[src/rtl/l1_tag_unit_if.sv]
// Request/response bundle between the LSU coalescer/refill path and the L1 tag unit.
// The master drives the lookup and refill inputs; the slave (tag unit) returns hit and latency.
interface l1_tag_unit_if;
  logic        stall;
  logic [31:0] L1TagWriteAddr;
  logic        L1TagWrite;
  logic [4:0]  SegNum;
  logic [31:0] Coalesce2L1_o;
  logic [9:0]  Delay;
  logic        L1_HIT;

  modport master (
    output stall, L1TagWriteAddr, L1TagWrite, SegNum, Coalesce2L1_o,
    input  Delay, L1_HIT
  );

  modport slave (
    input  stall, L1TagWriteAddr, L1TagWrite, SegNum, Coalesce2L1_o,
    output Delay, L1_HIT
  );
endinterface

[src/rtl/l1_tag_unit.sv]
// Direct-mapped L1 data-cache tag store with a registered hit flag and a latency
// estimate scaled by the number of memory segments in the coalesced request.
module l1_tag_unit #(
  parameter int OFFSET_BITS  = 7,
  parameter int INDEX_BITS   = 5,
  parameter int HIT_LATENCY  = 2,
  parameter int MISS_LATENCY = 100,
  parameter int SEG_PENALTY  = 4
) (
  input  logic         clk,
  input  logic         reset,
  l1_tag_unit_if.slave bus
);

  localparam int TAG_BITS = 32 - OFFSET_BITS - INDEX_BITS;
  localparam int SETS     = 1 << INDEX_BITS;

  function automatic logic [9:0] sat_delay(input logic [15:0] wide);
    if (wide > 16'h03FF) begin
      sat_delay = 10'h3FF;
    end else begin
      sat_delay = wide[9:0];
    end
  endfunction

  logic [SETS-1:0]     valid_q, valid_d;
  logic [TAG_BITS-1:0] tag_q [SETS];
  logic [TAG_BITS-1:0] tag_d [SETS];
  logic                hit_q, hit_d;
  logic [9:0]          delay_q, delay_d;

  logic [INDEX_BITS-1:0] wr_index_s, lk_index_s;
  logic [TAG_BITS-1:0]   wr_tag_s, lk_tag_s;
  logic                  lk_hit_s;
  logic [15:0]           lk_delay_s;
  logic                  unused_offsets_s;

  assign wr_index_s = bus.L1TagWriteAddr[OFFSET_BITS +: INDEX_BITS];
  assign wr_tag_s   = bus.L1TagWriteAddr[31 -: TAG_BITS];
  assign lk_index_s = bus.Coalesce2L1_o[OFFSET_BITS +: INDEX_BITS];
  assign lk_tag_s   = bus.Coalesce2L1_o[31 -: TAG_BITS];
  assign unused_offsets_s = ^{bus.L1TagWriteAddr[OFFSET_BITS-1:0],
                              bus.Coalesce2L1_o[OFFSET_BITS-1:0]};

  // Lookup reads the array as it stood before this edge's write (read-before-write).
  always_comb begin
    lk_hit_s   = valid_q[lk_index_s] && (tag_q[lk_index_s] == lk_tag_s);
    lk_delay_s = 16'd0;
    if (lk_hit_s) begin
      lk_delay_s = 16'(HIT_LATENCY) + {11'd0, bus.SegNum};
    end else begin
      lk_delay_s = 16'(MISS_LATENCY) + ({11'd0, bus.SegNum} * 16'(SEG_PENALTY));
    end
  end

  // Next-state for the tag array and the registered outputs; stall freezes everything.
  always_comb begin
    valid_d = valid_q;
    tag_d   = tag_q;
    hit_d   = hit_q;
    delay_d = delay_q;
    if (!bus.stall) begin
      if (bus.L1TagWrite) begin
        valid_d[wr_index_s] = 1'b1;
        tag_d[wr_index_s]   = wr_tag_s;
      end else begin
        valid_d = valid_q;
      end
      if (bus.Coalesce2L1_o == 32'd0) begin
        hit_d   = 1'b0;
        delay_d = 10'd0;
      end else begin
        hit_d   = lk_hit_s;
        delay_d = sat_delay(lk_delay_s);
      end
    end else begin
      hit_d   = hit_q;
      delay_d = delay_q;
    end
  end

  // State registers; reset invalidates every line and clears the outputs at once.
  always_ff @(posedge clk or posedge reset) begin
    if (reset) begin
      valid_q <= '0;
      hit_q   <= 1'b0;
      delay_q <= 10'd0;
      for (int i = 0; i < SETS; i++) begin
        tag_q[i] <= '0;
      end
    end else begin
      valid_q <= valid_d;
      hit_q   <= hit_d;
      delay_q <= delay_d;
      for (int i = 0; i < SETS; i++) begin
        tag_q[i] <= tag_d[i];
      end
    end
  end

  assign bus.L1_HIT = hit_q;
  assign bus.Delay  = delay_q;

endmodule

[src/flat_wrapper.sv]
// flat-port wrapper written by rule: the top's interface ports become plain ports
module l1_tag_unit_flat 
#(
  parameter int OFFSET_BITS  = 7,
  parameter int INDEX_BITS   = 5,
  parameter int HIT_LATENCY  = 2,
  parameter int MISS_LATENCY = 100,
  parameter int SEG_PENALTY  = 4
)
  (clk, reset, bus_stall, bus_L1TagWriteAddr, bus_L1TagWrite, bus_SegNum, bus_Coalesce2L1_o, bus_Delay, bus_L1_HIT);
  l1_tag_unit_if bus_i ();
  input  logic clk;
  input  logic reset;
  input wire logic [$bits(bus_i.stall)-1:0] bus_stall;
  input wire logic [$bits(bus_i.L1TagWriteAddr)-1:0] bus_L1TagWriteAddr;
  input wire logic [$bits(bus_i.L1TagWrite)-1:0] bus_L1TagWrite;
  input wire logic [$bits(bus_i.SegNum)-1:0] bus_SegNum;
  input wire logic [$bits(bus_i.Coalesce2L1_o)-1:0] bus_Coalesce2L1_o;
  output wire logic [$bits(bus_i.Delay)-1:0] bus_Delay;
  output wire logic [$bits(bus_i.L1_HIT)-1:0] bus_L1_HIT;
  assign bus_i.stall = bus_stall;
  assign bus_i.L1TagWriteAddr = bus_L1TagWriteAddr;
  assign bus_i.L1TagWrite = bus_L1TagWrite;
  assign bus_i.SegNum = bus_SegNum;
  assign bus_i.Coalesce2L1_o = bus_Coalesce2L1_o;
  assign bus_Delay = bus_i.Delay;
  assign bus_L1_HIT = bus_i.L1_HIT;
  l1_tag_unit #(.OFFSET_BITS(OFFSET_BITS), .INDEX_BITS(INDEX_BITS), .HIT_LATENCY(HIT_LATENCY), .MISS_LATENCY(MISS_LATENCY), .SEG_PENALTY(SEG_PENALTY)) u_core (.clk(clk), .reset(reset), .bus(bus_i));
endmodule
[config.mk]
export PLATFORM = sky130hd
export DESIGN_NAME = l1_tag_unit_flat
export DESIGN_NICKNAME = d
export VERILOG_FILES = /design/src/rtl/l1_tag_unit_if.sv /design/src/rtl/l1_tag_unit.sv /design/src/flat_wrapper.sv
export SDC_FILE = /design/constraint.sdc
export NUM_CORES = 1
export LEC_CHECK = 0
export BUFFER_PORTS_ARGS = -buffer_cell sky130_fd_sc_hd__buf_4
export CORE_ASPECT_RATIO = 0.5
export CORE_MARGIN = 4
export CORE_UTILIZATION = 35
export DETAILED_ROUTE_END_ITERATION = 7
export GPL_ROUTABILITY_DRIVEN = 0
export PLACE_DENSITY = 0.5
export SLEW_MARGIN = 20
export SYNTH_ARGS = -nofsm -noshare
export SYNTH_HDL_FRONTEND = slang
export SYNTH_SLANG_ARGS = --single-unit
[constraint.sdc]
create_clock -name clk -period 47.7 [get_ports clk]
set_clock_uncertainty 0.2 [all_clocks]
set_input_delay 2.385 -clock clk [delete_from_list [all_inputs] [get_ports clk]]
set_output_delay 2.385 -clock clk [all_outputs]
set_load 0.02 [all_outputs]
==> reports/metrics.cfg, run 1 <==
[cts]
cts.sink_count = 681
cts_buffers = 68
clkTransAtPathRegs_ns = 0.06
hold_buffers = 0
cts_tree = yes
cts_root_buf = clkbuf_16
cts_buffer_depth = 3
cts.repair.resized = 0
htreeDepth = 3
postCtsSetupBuffers = 0
clock_latency_ns = 0.62

[logic_synthesis]
synthAdderAreaFrac_pct = 0.08022
async_reset_ff_share_pct = 100.0
synth_xor_area_share_pct = 0.5054
synth_seq_cells = 681
synth_top_family_by_area = multiplexers
synth_compound_area_share_pct = 3.000
syn-cell-area_um2 = 31190
syn_avg_cell_area_um2 = 15.14
synth_cell_type_count = 61
synthCells = 2061
synth_ff_type = dfrtp_1
synth_edf_count = 0
ys_seq_area_share_pct = 54.63
muxShareOfSynthArea_pct = 36.11
synth-simple-area-share_pct = 2.916
synth_warnings = 0

[worst_setup_path]
startpoint_type = input port
cp_data_required_time_ns = 48.00
path_delay_family = buffers and inverters
crit_type = in -> reg
critPathMaxFanout = 59
cp.arrival_ns = 7.71
crit_buf_inv = 3
slowest_delay_ns = 0.79
path_cells = buf_8 > buf_4 > buf_4 > mux4_2 > a22o_1 > a211oi_1 > a31oi_1 > xnor2_1 > nand4_1 > or4_1 > or2_0 > a32o_1
critPathCaptureType = flop
path_common_cell = buf_4
cp_slowest_cell = buf_4

[cells_and_area]
regArea_um2 = 17040
multi_input_area_um2 = 13480
syn2layout_area_growth_pct = 12.68
drive_above_1_share_pct = 50.55
final_cells = 3294
nets = 2132
fillers = 8194

[routing]
drc = 0
antenna_left = 0
drt_wl_total_um = 92050
avgViaCountPerCell = 5.433
routedWlPerCell_um = 27.94
drt_pass1_iterations = 5
drt_iter0_markers = 1040
num_vias = 17900

[floorplanning]
die_h_um = 219.1
rows = 77
core_area_um2 = 88350
start_util_pct = 35.31
die_width_um = 430.2
die-area_um2 = 94260
io_pins = 84

[sta]
period_share_pct = 15.53
min_period_ns = 7.409
timing_hold_violations_final = 0
max_clock_freq_mhz = 135.0
holdWs_ns = 0.2601
finalSetupViolCount = 0
slew_headroom_pct = 24.19
worst_pin_slew_ns = 1.133
drv_slew = 0
rsz0062_at_grt = false
final.setup.tns_ns = 0

[grt]
grt_pass1_wl_um = 136000
grt_max_degree = 123
overflow = 0
grt_pass1_vias = 18880
grt_antenna_before_repair = 5
track_usage_pct = 19.85

[placed_design]
io_buffer_count = 74
dp_hpwl_um = 52670
dp_cells = 3172

[power_and_ir_drop]
leakage_nw = 16.08
switching_power_mw = 0.3515
comb_power_share_pct = 13.1
p_clk_share_pct = 38.4
power.total_mw = 1.427
pwr-share-seq_pct = 48.4
swShare_pct = 24.63
p_per_area_nw_per_um2 = 40.60
intPower_mw = 1.075
irDropWorstVdd_mv = 0.02473

[status]
outcome = finished, final reports clean

[run]
maxCapViolations = 0

[worst_hold_path]
hold_class = reg -> reg

path summary, 6_finish.rpt:
path / startpoint / to / slack (ns) / cells past startpoint
max: bus_Coalesce2L1_o[7] / u_core.bus.Delay[2]$_DFFE_PP0N_ / 40.29 / 12
min: u_core.valid_q[8]$_DFFE_PP0P_ / u_core.valid_q[8]$_DFFE_PP0P_ / 0.26 / 1
max reg2reg: u_core.tag_q[82]$_DFFE_PP0P_ / u_core.bus.Delay[2]$_DFFE_PP0N_ / 43.56 / 9
min reg2reg: u_core.valid_q[8]$_DFFE_PP0P_ / u_core.valid_q[8]$_DFFE_PP0P_ / 0.26 / 1
max in group asynchronous: reset / u_core.tag_q[468]$_DFFE_PP0P_ / 41.83 / 6
min in group asynchronous: reset / u_core.tag_q[82]$_DFFE_PP0P_ / 1.76 / 2
per-layer routing:
metal / wire (um) / up-vias / track usage [%]
met5: 0 / - / 0
met4: 1878 / 0 / 5.032
met3: 4110 / 112 / 3.483
met2: 43250 / 332 / 32.03
met1: 42810 / 9812 / 27.91
li1: - / 7639 / -
layout by cell type, fill, tap and decap left out, types with 6 or more instances in the layout:
cell type	n
clkbuf_16	71
or2_2	18
xor2_1	6
nand3_1	8
nor3_1	7
xnor2_1	12
a22oi_1	10
o22ai_1	11
clkbuf_1	20
a22o_1	10
clkinv_2	7
nand2_2	14
nor4_1	9
nand2_1	23
dfrtp_1	681
nor2_1	12
a21oi_1	16
mux2i_1	79
buf_4	113
clkbuf_8	17
nand4_1	7
nor2_4	17
a211oi_1	12
o221ai_1	23
mux2_2	649
mux4_2	140
nand2b_1	17
nor2b_1	6
flip-flops by register name (all words and copies together) (netlist names):
name / count
u_core.tag_q: 640
u_core.valid_q: 32
u_core.bus.Delay: 8
u_core.bus.L1_HIT: 1
logic make-up after synthesis:
family,count (synthesis)
compound gates,123
xor+xnor,18
fa+ha+maj,2
buf+inv,196
flops,681
mux,869
other cells,1
simple gates,171
layout make-up:
cell class              count  area share (%)
flip-flops and latches    681           48.49
multi-input cells        1185           38.36
clock buffers             107           5.895
well taps                1185           4.218
repair buffers            116           2.527
clock inverters            13          0.4272
inverters                   5         0.07476
diodes                      2         0.01424
per-stage QoR:
step | utilization, % | setup WS, ns | instance area [um^2]
2_1_floorplan | - | 26.02 | 31200
4_1_cts | 39.77 | 40.28 | 35130
3_3_place_gp | 37.25 | 39.59 | 32910
3_5_place_dp | 37.25 | 39.60 | 32910
6_report | 39.78 | 40.29 | 35150
5_1_grt | 39.78 | 40.05 | 35150
power groups by stage:
stage	Clock (mW)	Sequential, mW	Combinational [mW]
2_1_floorplan	0	0.692	0.146
3_3_place_gp	0	0.699	0.186
3_5_place_dp	0	0.701	0.190
4_1_cts	0.563	0.690	0.190
5_1_grt	0.586	0.700	0.205
6_report	0.548	0.691	0.188
cell usage after synthesis (11+ instances only):
master | count | area share, %
dfrtp_1 | 681 | 55
mux2_2 | 649 | 23
mux4_2 | 140 | 10
clkbuf_1 | 112 | 1.3
mux2i_1 | 79 | 2.5
nand2_1 | 39 | 0.47
buf_1 | 35 | 0.42
nor2_1 | 29 | 0.35
buf_2 | 25 | 0.40
o221ai_1 | 23 | 0.65
or2_2 | 18 | 0.36
nand2b_1 | 17 | 0.34
a21oi_1 | 16 | 0.26
buf_4 | 14 | 0.34
a211oi_1 | 12 | 0.29
xnor2_1 | 12 | 0.34
o22ai_1 | 11 | 0.22
Power figures use the tool's default switching activity.
==> inputs of run 2 (changes only) <==
--- a/config.mk
+++ b/config.mk
@@ -11,7 +11,7 @@
 export CORE_UTILIZATION = 35
 export DETAILED_ROUTE_END_ITERATION = 7
 export GPL_ROUTABILITY_DRIVEN = 0
-export PLACE_DENSITY = 0.5
+export PLACE_DENSITY = 0.52
 export SLEW_MARGIN = 20
 export SYNTH_ARGS = -nofsm -noshare
 export SYNTH_HDL_FRONTEND = slang
==> constraint.sdc (replaced) <==
create_clock -name clk -period 5.98 [get_ports clk]
set_clock_uncertainty 0.2 [all_clocks]
set_input_delay 0.299 -clock clk [delete_from_list [all_inputs] [get_ports clk]]
set_output_delay 0.299 -clock clk [all_outputs]
set_load 0.02 [all_outputs]
==> run 2 against run 1 <==
- power increased to 8.1 times the previous value
- clock power rose to 8.3 times the previous value
- core utilization rose by 0.76 points
- cell count increased by 1.6%
- combinational power rose to 8.2 times the previous value
- sequential power grew to 8.0 times the previous value
- wire length grew 1.9%
- global-route usage increased by 0.21 points
- register-to-register slack got worse by 42 ns
- non-clock buffer count is 53 higher
- flip-flop and latch count stayed put
- largest power group unchanged
==> reports/metrics.cfg, run 2 (synthesized netlist as in run 1, its figures left out) <==
[worst_setup_path]
ff2ff_setup_slack_ns = 1.32
critPathCaptureType = flop
rr_endpoint = u_core.bus.Delay[6]$_DFFE_PP0N_
path_common_cell = nor4_1
slowest_delay_ns = 0.88
cp.arrival_ns = 4.94
cp_data_required_time_ns = 6.26
critPathMaxFanout = 6
path_delay_family = simple AND/OR/NAND/NOR gates
path_cells = mux4_2 > nor2b_1 > a2111oi_0 > nor4_1 > nor4_1 > nand4_1 > or4_1 > nand2_1 > o21ai_1 > dlygate4sd3_1
worstReg2RegStart = u_core.tag_q[430]$_DFFE_PP0P_
r2r_cells = 10
crit_type = reg -> reg
cp_slowest_cell = a2111oi_0
startpoint_type = flop
crit_buf_inv = 1

[routing]
drt_wl_total_um = 93830
dr_wl_met2_um = 43130
met1_length_um = 44330
drc = 0
drt_iter0_markers = 1348
num_vias = 18240
routedWlPerCell_um = 28.03
dr.max_layer_used = met4
met3_length_um = 3588
antenna_left = 0
drt_pass1_iterations = 6
avgViaCountPerCell = 5.449

[cts]
htreeDepth = 3
postCtsSetupBuffers = 0
cts_buffers = 69
cts_root_buf = clkbuf_16
cts_buffer_depth = 3
clock_latency_ns = 0.61
cts.sink_count = 681
clkTransAtPathRegs_ns = 0.06
cts_tree = yes

[grt]
overflow = 0
grt_pass1_wl_um = 137000
grt_antenna_before_repair = 1
track_usage_pct = 20.06
grt_pass1_vias = 18980
grt_max_degree = 164

[placed_design]
io_buffer_count = 74
dp_hpwl_um = 55150
place_area_um2 = 33190
dp_cells = 3197

[sta]
period_share_pct = 77.92
min_period_ns = 4.659
drv_slew = 0
finalSetupViolCount = 0
max_clock_freq_mhz = 214.6
rsz0062_at_grt = false
slew_headroom_pct = 20.35
worst_pin_slew_ns = 1.191
timing_hold_violations_final = 0

[power_and_ir_drop]
leakage_nw = 16.38
irDropWorstVdd_mv = 0.1860
p_per_area_nw_per_um2 = 323.8

[cells_and_area]
regArea_um2 = 17040
multi_input_area_um2 = 13460
syn2layout_area_growth_pct = 14.83
drive_above_1_share_pct = 50.51
fin_area_um2 = 35820
final_cells = 3347
fillers = 8092
layout_commonest_cell = dfrtp_1
nets = 2186
layout_common_cells = 681 x dfrtp_1, 649 x mux2_2, 140 x mux4_2
largest_reg_flops = 640
regMostFlops = u_core.tag_q

[worst_hold_path]
worstHoldStart = bus_L1TagWriteAddr[13]
whs_path_depth = 2
worstHoldEndpoint = u_core.tag_q[541]$_DFFE_PP0P_
hold_class = in -> reg

[floorplanning]
die_width_um = 430.2
rows = 77
io_pins = 84
die_h_um = 219.1
core_area_um2 = 88350
die-area_um2 = 94260
start_util_pct = 35.31

[status]
outcome = finished, final reports clean

[run]
maxCapViolations = 0

run 2: cell count changes in the layout (fill, tap and decap cells not counted), sizes merged:
| cell | before | now |
|---|---|---|
| clkinvlp | 1 | 4 |
| bufinv | 3 | 6 |
| clkinv | 8 | 11 |
| clkbuf | 108 | 102 |
| dlygate4sd3 | 0 | 28 |
| inv | 6 | 3 |
| buf | 115 | 140 |
run 2: final cells by class:
class,instances,share of cell area (%)
Sequential cell,681,47.58
Multi-Input combinational cell,1185,37.57
Clock buffer,101,5.812
Tap cell,1185,4.139
Timing Repair Buffer,169,4.111
Clock inverter,19,0.7161
Inverter,5,0.06288
Antenna cell,2,0.01397
run 2: worst max path at each step:
stage | start | end | slack, ns | cells after the start
6_report | u_core.tag_q[430]$_DFFE_PP0P_ | u_core.bus.Delay[6]$_DFFE_PP0N_ | 1.32 | 10
5_1_grt | u_core.tag_q[630]$_DFFE_PP0P_ | u_core.bus.Delay[6]$_DFFE_PP0N_ | 1.07 | 10
4_1_cts | u_core.tag_q[630]$_DFFE_PP0P_ | u_core.bus.Delay[4]$_DFFE_PP0N_ | 1.29 | 10
3_5_place_dp | bus_Coalesce2L1_o[8] | u_core.bus.Delay[2]$_DFFE_PP0N_ | 1.13 | 10
3_3_place_gp | bus_Coalesce2L1_o[8] | u_core.bus.Delay[2]$_DFFE_PP0N_ | 1.11 | 10
2_1_floorplan | reset | u_core.bus.Delay[0]$_DFFE_PP0N_ | -3.84 | 1
run 2: routing by layer:
layer	GRT usage [%]	up-vias
met4	6.102	0
met5	0	-
li1	-	7756
met2	31.67	331
met1	28.58	10020
met3	3.232	131
run 2: report_power, final:
group | internal [mW] | total [mW] | switching (mW)
Clock | 2.67 | 4.54 | 1.87
Sequential | 5.23 | 5.52 | 0.291
Combinational | 0.868 | 1.54 | 0.670
Total | 8.77 | 11.6 | 2.83
run 2: stage by stage:
| step | setup TNS, ns | setup WS (ns) | hold slack [ns] | power [mW] | utilization (%) |
|---|---|---|---|---|---|
| floorplan | -2611.78 | -3.835 | 0.2084 | 6.687 | - |
| global placement | 0 | 1.106 | 0.2435 | 7.079 | 37.54 |
| detailed placement | 0 | 1.126 | 0.2496 | 7.130 | 37.57 |
| CTS | 0 | 1.285 | 0.01046 | 11.73 | 40.53 |
| global route | 0 | 1.072 | 0.03843 | 12.12 | 40.54 |
| finish | 0 | 1.321 | 0.04115 | 11.60 | 40.54 |
run 2: repair_timing:
item / CTS / global route
hold buffers: 28 / 0
endpoints found under the hold margin: 454 / 0
resized for setup: 0 / 0
==> inputs of run 3 (changes only) <==
--- a/config.mk
+++ b/config.mk
@@ -11,7 +11,7 @@
 export CORE_UTILIZATION = 35
 export DETAILED_ROUTE_END_ITERATION = 7
 export GPL_ROUTABILITY_DRIVEN = 0
-export PLACE_DENSITY = 0.52
+export PLACE_DENSITY = 0.5
 export SLEW_MARGIN = 20
 export SYNTH_ARGS = -nofsm -noshare
 export SYNTH_HDL_FRONTEND = slang
==> constraint.sdc (replaced) <==
create_clock -name clk -period 4.37 [get_ports clk]
set_clock_uncertainty 0.2 [all_clocks]
set_input_delay 0.2185 -clock clk [delete_from_list [all_inputs] [get_ports clk]]
set_output_delay 0.2185 -clock clk [all_outputs]
set_load 0.02 [all_outputs]
==> run 3 against run 2 <==
- combinational power rose by 41%
- critical endpoint is now u_core.bus.Delay[2]$_DFFE_PP0N_
- cell count up 1.9%
- register-to-register slack worse by 1.1 ns
- sequential power up 37%
- highest routed layer unchanged
- core utilization is 0.46 points higher
==> reports/metrics.cfg, run 3 (synthesized netlist as in run 1, its figures left out) <==
[status]
outcome = finished, final reports clean

[sta]
min_period_ns = 4.191
period_share_pct = 95.91
final.setup.tns_ns = 0
rsz0062_at_grt = false
worst_pin_slew_ns = 1.194
drv_slew = 0
finalSetupViolCount = 0
max_clock_freq_mhz = 238.6
timing_hold_violations_final = 0
slew_headroom_pct = 20.12
worst_slack_ns = 0.1789

[routing]
drc = 0
drt_iter0_markers = 1407
antenna_left = 0
avgViaCountPerCell = 5.453
num_vias = 18600
routedWlPerCell_um = 28.44
drt_pass1_iterations = 5
drt_wl_total_um = 97030

[cells_and_area]
final_cells = 3412
fillers = 8090
regMostFlops = u_core.tag_q
multi_input_area_um2 = 13460
layout_common_cells = 681 x dfrtp_1, 649 x mux2_2, 185 x buf_4
nets = 2250
syn2layout_area_growth_pct = 16.14
layout_commonest_cell = dfrtp_1
fin_area_um2 = 36230
largest_reg_flops = 640
regArea_um2 = 17040
drive_above_1_share_pct = 51.78

[cts]
cts.sink_count = 681
cts_tree = yes
cts_buffer_depth = 3
cts_root_buf = clkbuf_16
htreeDepth = 3
hold_buffers = 30
clock_latency_ns = 0.63
cts.repair.resized = 0
postCtsSetupBuffers = 0
cts_buffers = 69
clkTransAtPathRegs_ns = 0.06

[placed_design]
dp_hpwl_um = 59020
pre_cts_ws_ns = -0.5075
place_area_um2 = 33740
dp_cells = 3259
io_buffer_count = 74

[floorplanning]
die-area_um2 = 94260
die_width_um = 430.2
start_util_pct = 35.31
io_pins = 84
core_area_um2 = 88350
die_h_um = 219.1
rows = 77

[worst_setup_path]
cp_data_required_time_ns = 4.67
path_cells = clkbuf_8 > buf_4 > mux4_2 > nor2b_1 > a2111oi_0 > buf_4 > nor4_1 > nor4_1 > nand4_1 > or4_1 > buf_4 > or2_0 > a32o_1
slowest_delay_ns = 0.74
critPathCaptureType = flop
crit_type = in -> reg
cp.arrival_ns = 4.50
path_common_cell = buf_4
critPathMaxFanout = 35
startpoint_type = input port
cp_slowest_cell = a2111oi_0

[worst_hold_path]
hold_class = in -> reg

[grt]
overflow = 0
track_usage_pct = 20.79
grt_pass1_vias = 19360
grt_max_degree = 134
grt_pass1_wl_um = 142100
grt_antenna_before_repair = 2

[power_and_ir_drop]
leakage_nw = 16.65
irDropWorstVdd_mv = 0.2214
p_per_area_nw_per_um2 = 430.8

[run]
maxCapViolations = 0

-- run 3: cell types whose count changed in the layout (fill, tap and decap cells not counted), moves of 3 or more --
cell / delta
inv_6: +5
nand2_2: +4
clkbuf_1: +5
nand2_1: -3
clkbuf_8: -3
buf_12: +8
clkinv_2: +3
buf_4: +55
bufinv_16: -4
-- run 3: per-layer routing --
layer	wire length (um)	GRT usage, %	share of wire (%)
met2	45460	33.48	47
met1	46150	29.96	48
met3	3689	3.129	3.8
met5	0	0	0
met4	1727	4.383	1.8
-- run 3: layout make-up --
| cell class | instances | share of cell area, % |
|---|---|---|
| sequential | 681 | 47.04 |
| tap | 1185 | 4.092 |
| multi-input combinational | 1185 | 37.15 |
| antenna | 2 | 0.01381 |
| inverter | 5 | 0.06216 |
| timing repair buffer | 233 | 5.626 |
| clock inverter | 20 | 0.4731 |
| clock buffer | 101 | 5.546 |
-- run 3: per-stage QoR --
stage	power [mW]	hold slack, ns	utilization (%)
after floorplan	9.151	0.1279	-
after global placement	9.762	0.2217	38.19
after detailed placement	9.824	0.2305	38.19
after CTS	15.80	0.06181	41.00
after global routing	16.31	0.09521	41.00
final	15.61	0.1123	41.01
-- run 3: worst max-delay path: cells and delay by family --
family          cells  cell delay (ns)
compound gates      2             0.99
buf+inv             4             1.16
mux                 1             0.50
simple gates        6             1.58
-- run 3: path summary, 6_finish.rpt --
kind / start / slack [ns] / end / cells after the start
max: bus_Coalesce2L1_o[8] / 0.18 / u_core.bus.Delay[2]$_DFFE_PP0N_ / 13
min: bus_Coalesce2L1_o[31] / 0.11 / u_core.bus.L1_HIT$_DFFE_PP0N_ / 7
max reg2reg: u_core.tag_q[430]$_DFFE_PP0P_ / 0.18 / u_core.bus.Delay[2]$_DFFE_PP0N_ / 11
min reg2reg: u_core.valid_q[20]$_DFFE_PP0P_ / 0.26 / u_core.valid_q[20]$_DFFE_PP0P_ / 1
max in group asynchronous: reset / 2.62 / u_core.tag_q[469]$_DFFE_PP0P_ / 4
min in group asynchronous: reset / 0.12 / u_core.valid_q[16]$_DFFE_PP0P_ / 3
-- run 3: report_power, final --
part	leakage, nW	switching (mW)	internal [mW]
Sequential	9.02	0.405	7.15
Combinational	6.55	0.935	1.23
Clock	1.08	2.56	3.32
Total	16.6	3.90	11.7
